### src/rtl/counter_sequencer.sv
// Programmable interval timer sequencer: start/pause/stop control around a
// WIDTH-bit up-counter with a terminal tick, a sticky done state and optional auto-reload.
module counter_sequencer #(
    parameter int unsigned            WIDTH         = 4,
    parameter logic [WIDTH-1:0]       DEFAULT_LIMIT = 4'd9
) (
    input  logic             clk,
    input  logic             reset,
    input  logic             start,
    input  logic             stop,
    input  logic             cfg_we,
    input  logic [WIDTH-1:0] cfg_limit,
    input  logic             cfg_reload,
    output logic [WIDTH-1:0] count,
    output logic             tick,
    output logic             done,
    output logic             busy,
    output logic [1:0]       state
);

    typedef enum logic [1:0] {
        IDLE = 2'd0,
        RUN  = 2'd1,
        HOLD = 2'd2,
        DONE = 2'd3
    } state_e;

    state_e           state_q, state_d;
    logic [WIDTH-1:0] count_q, count_d;
    logic             tick_q, tick_d;
    logic [WIDTH-1:0] limit_q, limit_d;
    logic             reload_q, reload_d;

    // stop wins over start everywhere, so decode the resume request once.
    logic go;
    assign go = start & ~stop;

    // NOTE: sequential state uses non-blocking assignments so every register
    // samples the values from before the edge, regardless of statement order.
    always_ff @(posedge clk or posedge reset) begin
        if (reset) begin
            state_q  <= IDLE;
            count_q  <= '0;
            tick_q   <= 1'b0;
            limit_q  <= DEFAULT_LIMIT;
            reload_q <= 1'b0;
        end else begin
            state_q  <= state_d;
            count_q  <= count_d;
            tick_q   <= tick_d;
            limit_q  <= limit_d;
            reload_q <= reload_d;
        end
    end

    // NOTE: every signal written here gets a default first; a path that
    // leaves one unassigned would infer a latch.
    always_comb begin
        state_d  = state_q;
        count_d  = count_q;
        tick_d   = 1'b0;
        limit_d  = limit_q;
        reload_d = reload_q;

        unique case (state_q)
            IDLE: begin
                count_d = '0;
                if (cfg_we) begin
                    limit_d  = cfg_limit;
                    reload_d = cfg_reload;
                end
                if (go) begin
                    state_d = RUN;
                end
            end

            RUN: begin
                // Pausing takes precedence over the terminal wrap.
                if (stop) begin
                    state_d = HOLD;
                end else if (count_q == limit_q) begin
                    count_d = '0;
                    tick_d  = 1'b1;
                    state_d = reload_q ? RUN : DONE;
                end else begin
                    count_d = count_q + 1'b1;
                end
            end

            HOLD: begin
                if (stop) begin
                    state_d = IDLE;
                    count_d = '0;
                end else if (start) begin
                    state_d = RUN;
                end
            end

            DONE: begin
                count_d = '0;
                if (cfg_we) begin
                    limit_d  = cfg_limit;
                    reload_d = cfg_reload;
                end
                if (stop) begin
                    state_d = IDLE;
                end else if (start) begin
                    state_d = RUN;
                end
            end

            default: begin
                state_d = IDLE;
                count_d = '0;
            end
        endcase
    end

    assign count = count_q;
    assign tick  = tick_q;
    assign done  = (state_q == DONE);
    assign busy  = (state_q == RUN) || (state_q == HOLD);
    assign state = state_q;

endmodule

### config.mk
export PLATFORM = sky130hd
export DESIGN_NAME = counter_sequencer
export DESIGN_NICKNAME = d
export VERILOG_FILES = /design/src/rtl/counter_sequencer.sv
export SDC_FILE = /design/constraint.sdc
export NUM_CORES = 1
export LEC_CHECK = 0
export CAP_MARGIN = 10
export CORE_MARGIN = 5
export CORE_UTILIZATION = 40
export CTS_BUF_LIST = sky130_fd_sc_hd__clkbuf_16
export DETAILED_ROUTE_END_ITERATION = 7
export PLACE_DENSITY_LB_ADDON = 0.1
export SLEW_MARGIN = 20
export SYNTH_ARGS = -nofsm -noshare
export SYNTH_HDL_FRONTEND = slang
export SYNTH_SLANG_ARGS = --single-unit
### constraint.sdc
create_clock -name clk -period 3.7 [get_ports clk]
set_input_delay 0.74 -clock clk [delete_from_list [all_inputs] [get_ports clk]]
set_output_delay 0.74 -clock clk [all_outputs]
set_load 0.01 [all_outputs]
Word level (Yosys, flattened, before mapping)
Cells that the tools add are included.
{ "classes": {"addsub": 1, "n_eq_ne": 9, "n_mux": 14, "n_bitwise": 2, "n_reduce_logical": 7} }
{ "ops": {"columns": ["op", "n"], "rows": [
  ["$mux 2", 6],
  ["$mux 4", 3],
  ["$pmux 4 s3", 1],
  ["$ne 2x2->1 const B", 3],
  ["$pmux 2 s3", 1],
  ["$add 4x1->4 const B", 1],
  ["$eq 2x2->1 const B", 2],
  ["$eq 4x4->1", 1],
  ["$reduce_and 2->1", 2],
  ["$reduce_or 2->1", 2],
  ["$mux 1", 3],
  ["$ne 3x1->1 const B", 1],
  ["$ne 3x3->1 const B", 1],
  ["$reduce_and 3->1", 1],
  ["$eq 2x1->1 const B", 1],
  ["$logic_not 2->1", 1],
  ["$and 1x1->1", 1],
  ["$logic_or 1x1->1", 1],
  ["$not 1->1", 1]
]} }
{ "totals": {"regBits": 12, "in_bits": 10, "out_inout_bits": 9} }

Longest topological paths before layout
Gate-level depths: netlist (run 1).
{ "logic_depth": {"depth_word": 4, "ltp_mapped": 6, "mapped_depth_nobuf": 6} }

Worst setup path before layout (run 1)
No wires, ideal clock.
{ "synth_timing": {"kind": "register -> register", "from": "register state_q[0] (netlist: state[0])", "to": "register count_q[3] (netlist: count[3])", "setup_ns": 0.104, "arrival_ns": 1.688, "setup_slack_ns": 1.909, "stages_incl_launch_ff": 6, "n_path_buf": 0, "period_less_slack_ns": 1.791, "path_cell_list": "dfrtp_1 -> inv_1 -> ha_1 -> mux2_4 -> or3b_1 -> o311ai_1"} }
{ "synth_via": {"elab_chain_cells": 3} }
{ "synth_lines": {"columns": ["element", "line_no", "rtl"], "rows": [
  ["from (decl)", "28", "state_e state_q, state_d;"],
  ["from (signal assigned)", "48", "state_q <= state_d;"],
  ["$eq 2x2->1, or another cell as far along", "65", "unique case (state_q)"],
  ["$reduce_or 2->1 (no line) or $ne 2x2->1 (tied branches)", null, null],
  ["$pmux 4 s3 or $reduce_and 2->1 (tied branches)", null, null],
  ["to (signal assigned)", "49", "count_q <= count_d;"],
  ["to (decl)", "29", "logic [WIDTH-1:0] count_q, count_d;"]
]} }
Several ways; a longest one is shown, not always the timed one.
A chain may end at the register's enable or synchronous reset.

Worst setup path in the final report (run 1)
{ "layout_timing": {"from": "register state_q[0] (netlist: state[0])", "to": "output busy"} }
{ "layout_via": {"elab_chain_cells": 2} }
{ "layout_lines": {"columns": ["element", "line_no", "rtl"], "rows": [
  ["$eq 2x1->1 or $eq 2x2->1 (tied branches)", "122", "assign busy = (state_q == RUN) || (state_q == HOLD);"],
  ["$logic_or 1x1->1 *", "122", null],
  ["to (decl)", "17", "output logic busy,"]
]} }
Mark *: on every way between the ends. The rest lies on a longest branch, timed or not.

==> impl_metrics.ini, run 1 <==
[placement]
port_buffers = 18
pre_cts_slack_ns = 1.26
gp_congestion = 0.809
dp_hpwl_um = 966

[timing]
setup_viol = 0
fin_ws_ns = 1.34
holdWs_ns = 0.524
slew_viol_final = 0
fin_crit_ns = 2.36
skew_ns = 0.00260
setup_tns_ns = 0
max_freq_mhz = 423
fin_crit_sh = 0.639
hold_viol = 0
tightest_slew_ns = 0.474
rsz0062_at_grt = false
slew_headroom = 0.683

[logic_synthesis]
yosysUniqueCellTypes = 26
syn_area_sq_um = 689
synth.net_count = 80
yosys_warnings = 0
async_flop_share = 1.00
yosys-top-cells-area = dfrtp_1, ha_1, mux2_2
synth.most_common_cell = dfrtp_1
yosys.area.top_type = dfrtp_1
ys_ff_latch = 12
synth_top_area_share = 0.363
seq_area_frac_synth = 0.439
syn_inst = 63
syn_area_per_cell_sq_um = 10.9
synth_edf_count = 0
synthTopCellsByCount = dfrtp_1, inv_1, ha_1, mux2_2
ys.flop_type = dfrtp_1

[setup_path]
critical_path_required_ns = 2.96
crit_arrival_ns = 1.62
path_max_fanout = 6
endpoint_kind = primary output
critPathKind = register to primary output
start_kind = register

[outcome]
status = complete, no violations

[layout]
nets = 103
drive_gt1_frac = 0.141
area_growth_pct = 40.7
fill_cells = 152
diodes = 0

[pwr]
p_leak_nw = 0.419
power_density_nw_per_um2 = 803
ir_drop_v = 0.000440

[clocking]
cts_tree = yes
clk_latency_ns = 0.24
clock-sinks = 12
cts_buffer_depth = 2
clk_pin_slew_ns = 0.04
holdBufCountCts = 0
cts_max_level = 1
numCtsBuffers = 3
cts_resized = 0
cts_setup_buffers = 0
cts-root-buf = clkbuf_16

[routing]
vias_per_cell = 4.95
vias = 505
drtPass1Iterations = 2
drt-initial-drc-count = 1
ant_nets = 0
routedWlPerCell_um = 12.5
drt-total-wl_um = 1280
drc = 0

[floorplanning]
chipWidth_um = 51.5
initial_core_util = 0.408
dieArea_sq_um = 2650
coreArea_sq_um = 1690
io-pin-count = 19
dieHeight_um = 51.5
rows = 15

[hold_path]
hp-class = register to register

[run]
max-cap-violations = 0

[grt]
grt_pass1_vias = 477
grt_remaining_overflow = 0
grt_first_pass_wirelength_um = 2040
grt_max_degree = 13
antenna_found_initial = 0
grt_use_total = 0.107
[sequential cells by signal, indices dropped and copies added (netlist names)]
signal / cells
count: 4
state: 2
reload_q: 1
limit_q: 4
tick: 1
[critical path: stages (launching register included)]
cell and delay, ns:
dfrtp_1 0.43, inv_1 0.11, ha_1 0.31, clkdlybuf4s50_1 0.53
[kinds of logic after synthesis]
| logic type | share of synthesized area |
|---|---|
| XOR/XNOR | 0.0508 |
| AO/OA/AOI/OAI | 0.107 |
| multiplexers | 0.118 |
| flip-flops | 0.439 |
| buffers and inverters | 0.0436 |
| adder cells (fa/ha/maj) | 0.127 |
| AND/OR/NAND/NOR | 0.114 |
[placed cells by master, fill, tap and decap left out, drive strengths merged, types with 2 or more instances in the layout]
master	instances
clkdlybuf4s50	18
dfrtp	10
inv	8
ha	7
mux2	6
xnor2	4
nand2	4
o21ai	3
clkbuf	3
nand3	2
nor3	2
dfstp	2
nand4	2
[power by group]
group          internal, mW  switching (mW)  leakage, nW
Clock                 0.142          0.0561       0.0385
Combinational         0.191           0.153        0.232
Sequential            0.190          0.0462        0.149
Total                 0.523           0.256        0.419
[per-layer routing]
layer	vias to the layer above	share of wire	GRT usage
met5	-	0	0
met4	0	0.0047	0.0393
met3	2	0.061	0.0516
met2	11	0.45	0.157
met1	232	0.48	0.135
li1	260	-	-
[worst paths after layout]
kind / from / endpoint / slack [ns] / cells past startpoint
setup / recovery: state[0]$_DFFE_PP0P_ / busy / 1.34 / 3
setup reg to reg: state[0]$_DFFE_PP0P_ / count[3]$_DFFE_PP0P_ / 1.85 / 5
hold reg to reg: limit_q[2]$_DFFE_PP0P_ / limit_q[2]$_DFFE_PP0P_ / 0.52 / 1
min in group asynchronous: reset / count[1]$_DFFE_PP0P_ / 0.81 / 2
hold / removal: limit_q[2]$_DFFE_PP0P_ / limit_q[2]$_DFFE_PP0P_ / 0.52 / 1
max in group asynchronous: reset / limit_q[0]$_DFFE_PP1P_ / 2.55 / 2
[metrics by stage]
step | power (mW) | utilization | instances | instance area, sq um
final | 0.779 | 0.574 | 102 | 970
after floorplan | 0.470 | - | 63 | 689
after detailed placement | 0.585 | 0.527 | 98 | 891
after global placement | 0.584 | 0.527 | 98 | 891
after CTS | 0.789 | 0.574 | 102 | 970
after global routing | 0.839 | 0.574 | 102 | 970
[layout make-up]
class	count	area, sq um	share of cell area
Clock buffer	3	75.1	0.0774
Clock inverter	1	3.75	0.00387
Inverter	8	30.0	0.0310
Multi-Input combinational cell	43	357	0.368
Sequential cell	12	303	0.312
Tap cell	17	21.3	0.0219
Timing Repair Buffer	18	180	0.186
(Power assumes the default switching activity.)
==> inputs of run 2 (changes only) <==
Clock period 3.7 ns to 2 ns, I/O delays scaled along.
==> run 2 against run 1 <==
Global-route usage up 0.85 points; worst hold slack worse by 0.062 ns; sequential power increased by 86%; first-iteration DRC count grew to 15 times the previous value; total power is 89% higher; final area increased by 2.3%.
==> impl_metrics.ini, run 2 (synthesis gave the netlist of run 1 again) <==
[layout]
layout_commonest_cell = clkdlybuf4s50_1
nets = 106
diodes = 0
drive_gt1_frac = 0.182
layout_common_cells = clkdlybuf4s50_1, inv_1, dfrtp_1
area_growth_pct = 43.9

[setup_path]
path_max_fanout = 6
critical_path_required_ns = 1.60
critPathKind = register to primary output
reg2reg_to = count[3]$_DFFE_PP0P_
rr_startpoint = state[0]$_DFFE_PP0P_
start_kind = register
crit_arrival_ns = 1.41
endpoint_kind = primary output
ff2ff_path_depth = 5
rrSetupSlack_ns = 0.22

[grt]
grt_first_pass_wirelength_um = 2210
grt_pass1_vias = 506
grt_max_degree = 13
antenna_found_initial = 0
grt_remaining_overflow = 0
grt_use_total = 0.115

[timing]
skew_ns = 0.00690
hold_viol = 0
slew_headroom = 0.697
fin_ws_ns = 0.193
setup_tns_ns = 0
rsz0062_at_grt = false
slew_viol_final = 0
max_freq_mhz = 554
fin_crit_ns = 1.81
setup_viol = 0
fin_crit_sh = 0.903
tightest_slew_ns = 0.455

[floorplanning]
initial_core_util = 0.408
io-pin-count = 19
rows = 15
chipWidth_um = 51.5
dieArea_sq_um = 2650
coreArea_sq_um = 1690
dieHeight_um = 51.5

[clocking]
clk_pin_slew_ns = 0.05
holdBufCountCts = 0
numCtsBuffers = 3
cts_tree = yes
cts_buffer_depth = 2
cts-root-buf = clkbuf_16
clock-sinks = 12
clk_latency_ns = 0.24
cts_max_level = 1

[routing]
drtPass1Iterations = 4
drt-initial-drc-count = 15
ant_nets = 0
drt-total-wl_um = 1300
vias = 529
drc = 0
routedWlPerCell_um = 12.4
vias_per_cell = 5.04

[pwr]
p_leak_nw = 0.438
power_density_nw_per_um2 = 1480
ir_drop_v = 0.000856
finalPower_mw = 1.47

[outcome]
status = complete, no violations

[placement]
dp_hpwl_um = 1010
gp_congestion = 0.751
port_buffers = 18
pre_cts_slack_ns = 0.00165

[run]
max-cap-violations = 0

[hold_path]
hp-class = primary input to async pin
## run 2: cell types whose count changed in the layout (fill, tap and decap cells not counted)
cell / previous run / this run
clkinv_1: 1 / 0
clkdlybuf4s50_1: 18 / 17
dlygate4sd2_1: 0 / 1
inv_1: 8 / 9
dfrtp_2: 0 / 1
buf_4: 0 / 3
dfrtp_1: 10 / 9
## run 2: critical path, stage by stage, from the launching register on
cell             delay [ns]
dfrtp_2                0.41
ha_1                   0.21
clkdlybuf4s50_1        0.55
## run 2: layout make-up
| cell class | count | area [sq um] |
|---|---|---|
| Clock buffer | 3 | 75.1 |
| Clock inverter | 1 | 3.75 |
| Fill cell | 147 | 697 |
| Inverter | 8 | 30.0 |
| Multi-Input combinational cell | 43 | 357 |
| Sequential cell | 12 | 304 |
| Tap cell | 17 | 21.3 |
| Timing Repair Buffer | 21 | 201 |
## run 2: stage by stage
stage	hold slack, ns	cells	util	cell area (sq um)
after floorplan	0.263	63	-	689
after global placement	0.512	101	0.541	913
after detailed placement	0.523	101	0.541	913
after CTS	0.485	105	0.587	992
after global routing	0.514	105	0.587	992
final	0.462	105	0.587	992
## run 2: metal layers
layer,share of wire,up-vias,global-route usage
met5,0,-,0
met4,0.016,0,0.0393
met3,0.067,4,0.0602
met2,0.47,11,0.176
met1,0.44,245,0.138
li1,-,269,-
## run 2: worst max path at each step
stage                         start                   end  slack [ns]
2_1_floorplan  state[0]$_DFFE_PP0P_  count[3]$_DFFE_PP0P_        0.21
3_3_place_gp                   stop  count[3]$_DFFE_PP0P_        0.04
3_5_place_dp                   stop  count[3]$_DFFE_PP0P_       0.002
4_1_cts        state[0]$_DFFE_PP0P_                  done        0.19
5_1_grt        state[1]$_DFFE_PP0P_                  done        0.13
6_report       state[0]$_DFFE_PP0P_                  done        0.19
## run 2: power by group
group,switching (mW),total (mW),internal [mW]
registers,0.0857,0.439,0.353
logic,0.294,0.659,0.365
clock network,0.107,0.370,0.263
total,0.486,1.47,0.982
## run 2: repair_timing
item | CTS | global route
gates resized for setup | 2 | 0
setup buffers | 0 | 0
endpoints found under the hold margin | 0 | 0
endpoints found under the setup margin | 1 | 0
==> inputs of run 3 (changes only) <==
Settings changed: MAX_ROUTING_LAYER from default to met4, PLACE_DENSITY_LB_ADDON 0.1 to 0.08.
==> run 3 against run 2 <==
Sequential power is 4% lower; total power is 2.1% higher; register-to-register slack hardly changed; worst setup slack worse by 0.13 ns; final cell count is 1.9% higher; first-iteration DRC count is 60% lower; critical path depth is 1 higher; clock-buffer cell count stayed put; via count is 2.3% higher; global-route usage is 0.91 points higher; combinational power is 7.9% higher; utilization is 0.89 points higher; highest routed layer unchanged.
==> impl_metrics.ini, run 3 (synthesis gave the netlist of run 1 again) <==
[layout]
multi_input_area_sq_um = 357
fill_cells = 143
drive_gt1_frac = 0.189
nets = 108
area_growth_pct = 46.1
layout_commonest_cell = clkdlybuf4s50_1
regArea_sq_um = 303
diodes = 0
layout_common_cells = clkdlybuf4s50_1, dfrtp_1, inv_1

[pwr]
combinationalPowerShare = 0.475
switching_share = 0.324
clockPowerShare = 0.244
p_leak_nw = 0.444
switching_power_mw = 0.486
power_density_nw_per_um2 = 1490
ir_drop_v = 0.000835
p_int_mw = 1.01
p_seq_frac = 0.282

[grt]
grt_first_pass_wirelength_um = 2340
grt_max_degree = 13
grt_pass1_vias = 531
grt_remaining_overflow = 0
antenna_found_initial = 0
grt_use_total = 0.124

[floorplanning]
dieArea_sq_um = 2650
rows = 15
io-pin-count = 19
dieHeight_um = 51.5
coreArea_sq_um = 1690
chipWidth_um = 51.5
initial_core_util = 0.408

[placement]
pre_cts_slack_ns = 0.00109
gp_congestion = 0.782
port_buffers = 18
dp_hpwl_um = 1080

[routing]
drt-total-wl_um = 1340
routedWlPerCell_um = 12.6
drtPass1Iterations = 4
drt-initial-drc-count = 6
drc = 0
ant_nets = 0
vias_per_cell = 5.06
vias = 541

[clocking]
holdBufCountCts = 0
cts_setup_buffers = 1
cts_resized = 0
cts-root-buf = clkbuf_16
clk_pin_slew_ns = 0.04
numCtsBuffers = 3
clk_latency_ns = 0.24
clock-sinks = 12
cts_tree = yes
cts_max_level = 1
cts_buffer_depth = 2

[timing]
setup_viol = 0
holdWs_ns = 0.474
slew_headroom = 0.708
fin_ws_ns = 0.0612
fin_crit_sh = 0.969
rsz0062_at_grt = false
slew_viol_final = 0
setup_tns_ns = 0
skew_ns = 0.00247
hold_viol = 0
max_freq_mhz = 516
fin_crit_ns = 1.94
tightest_slew_ns = 0.437

[setup_path]
endpoint_kind = primary output
critPathKind = register to primary output
start_kind = register
crit_slowest_cell = clkdlybuf4s50_1
crit_arrival_ns = 1.54
critical_path_required_ns = 1.60
crit_chain = inv_1, ha_1, clkdlybuf4s50_1
path_max_fanout = 5
cp_slowest_stage_delay_ns = 0.53

[hold_path]
hp-class = primary input to async pin

[run]
max-cap-violations = 0

[outcome]
status = complete, no violations
-- run 3: area by class of cell --
cell class,instances,share of cell area
Inverter,8,0.0298
Clock inverter,1,0.00373
Multi-Input combinational cell,43,0.354
Sequential cell,12,0.301
Tap cell,17,0.0211
Timing Repair Buffer,23,0.216
Clock buffer,3,0.0745
-- run 3: worst max-delay path: cells and delay by family (launching register included) --
kind	cells	cell delay (ns)
fa+ha+maj	1	0.30
buf+inv	2	0.63
flops	1	0.36
-- run 3: metrics by stage --
step	total power [mW]	area, sq um	cells	utilization
after floorplan	0.869	689	63	-
after global placement	1.11	913	101	0.541
after detailed placement	1.12	913	101	0.541
after CTS	1.51	1000	106	0.592
after global routing	1.62	1010	107	0.596
final	1.50	1010	107	0.596
-- run 3: power by group through the flow --
stage          combinational, mW  clock [mW]  sequential [mW]
2_1_floorplan              0.430           0            0.439
3_3_place_gp               0.668           0            0.440
4_1_cts                    0.711       0.372            0.426
5_1_grt                    0.795       0.381            0.439
6_report                   0.711       0.365            0.422
3_5_place_dp               0.680           0            0.442
-- run 3: metal layers --
layer / track usage / up-vias / share of wire
met5: - / - / 0
met4: 0.0524 / 0 / 0.016
met2: 0.199 / 11 / 0.49
li1: - / 275 / -
met1: 0.136 / 250 / 0.43
met3: 0.0516 / 5 / 0.063
-- run 3: path summary, 6_finish.rpt --
| check | from | end | slack [ns] | cells past startpoint |
|---|---|---|---|---|
| min | reset | limit_q[2]$_DFFE_PP0P_ | 0.47 | 2 |
| min reg2reg | reload_q$_DFFE_PP0P_ | reload_q$_DFFE_PP0P_ | 0.52 | 1 |
| max in group asynchronous | reset | limit_q[0]$_DFFE_PP1P_ | 1.19 | 2 |
| max | state[1]$_DFFE_PP0P_ | busy | 0.06 | 3 |
| max reg2reg | state[0]$_DFFE_PP0P_ | count[3]$_DFFE_PP0P_ | 0.21 | 5 |
| min in group clk | reload_q$_DFFE_PP0P_ | reload_q$_DFFE_PP0P_ | 0.52 | 1 |
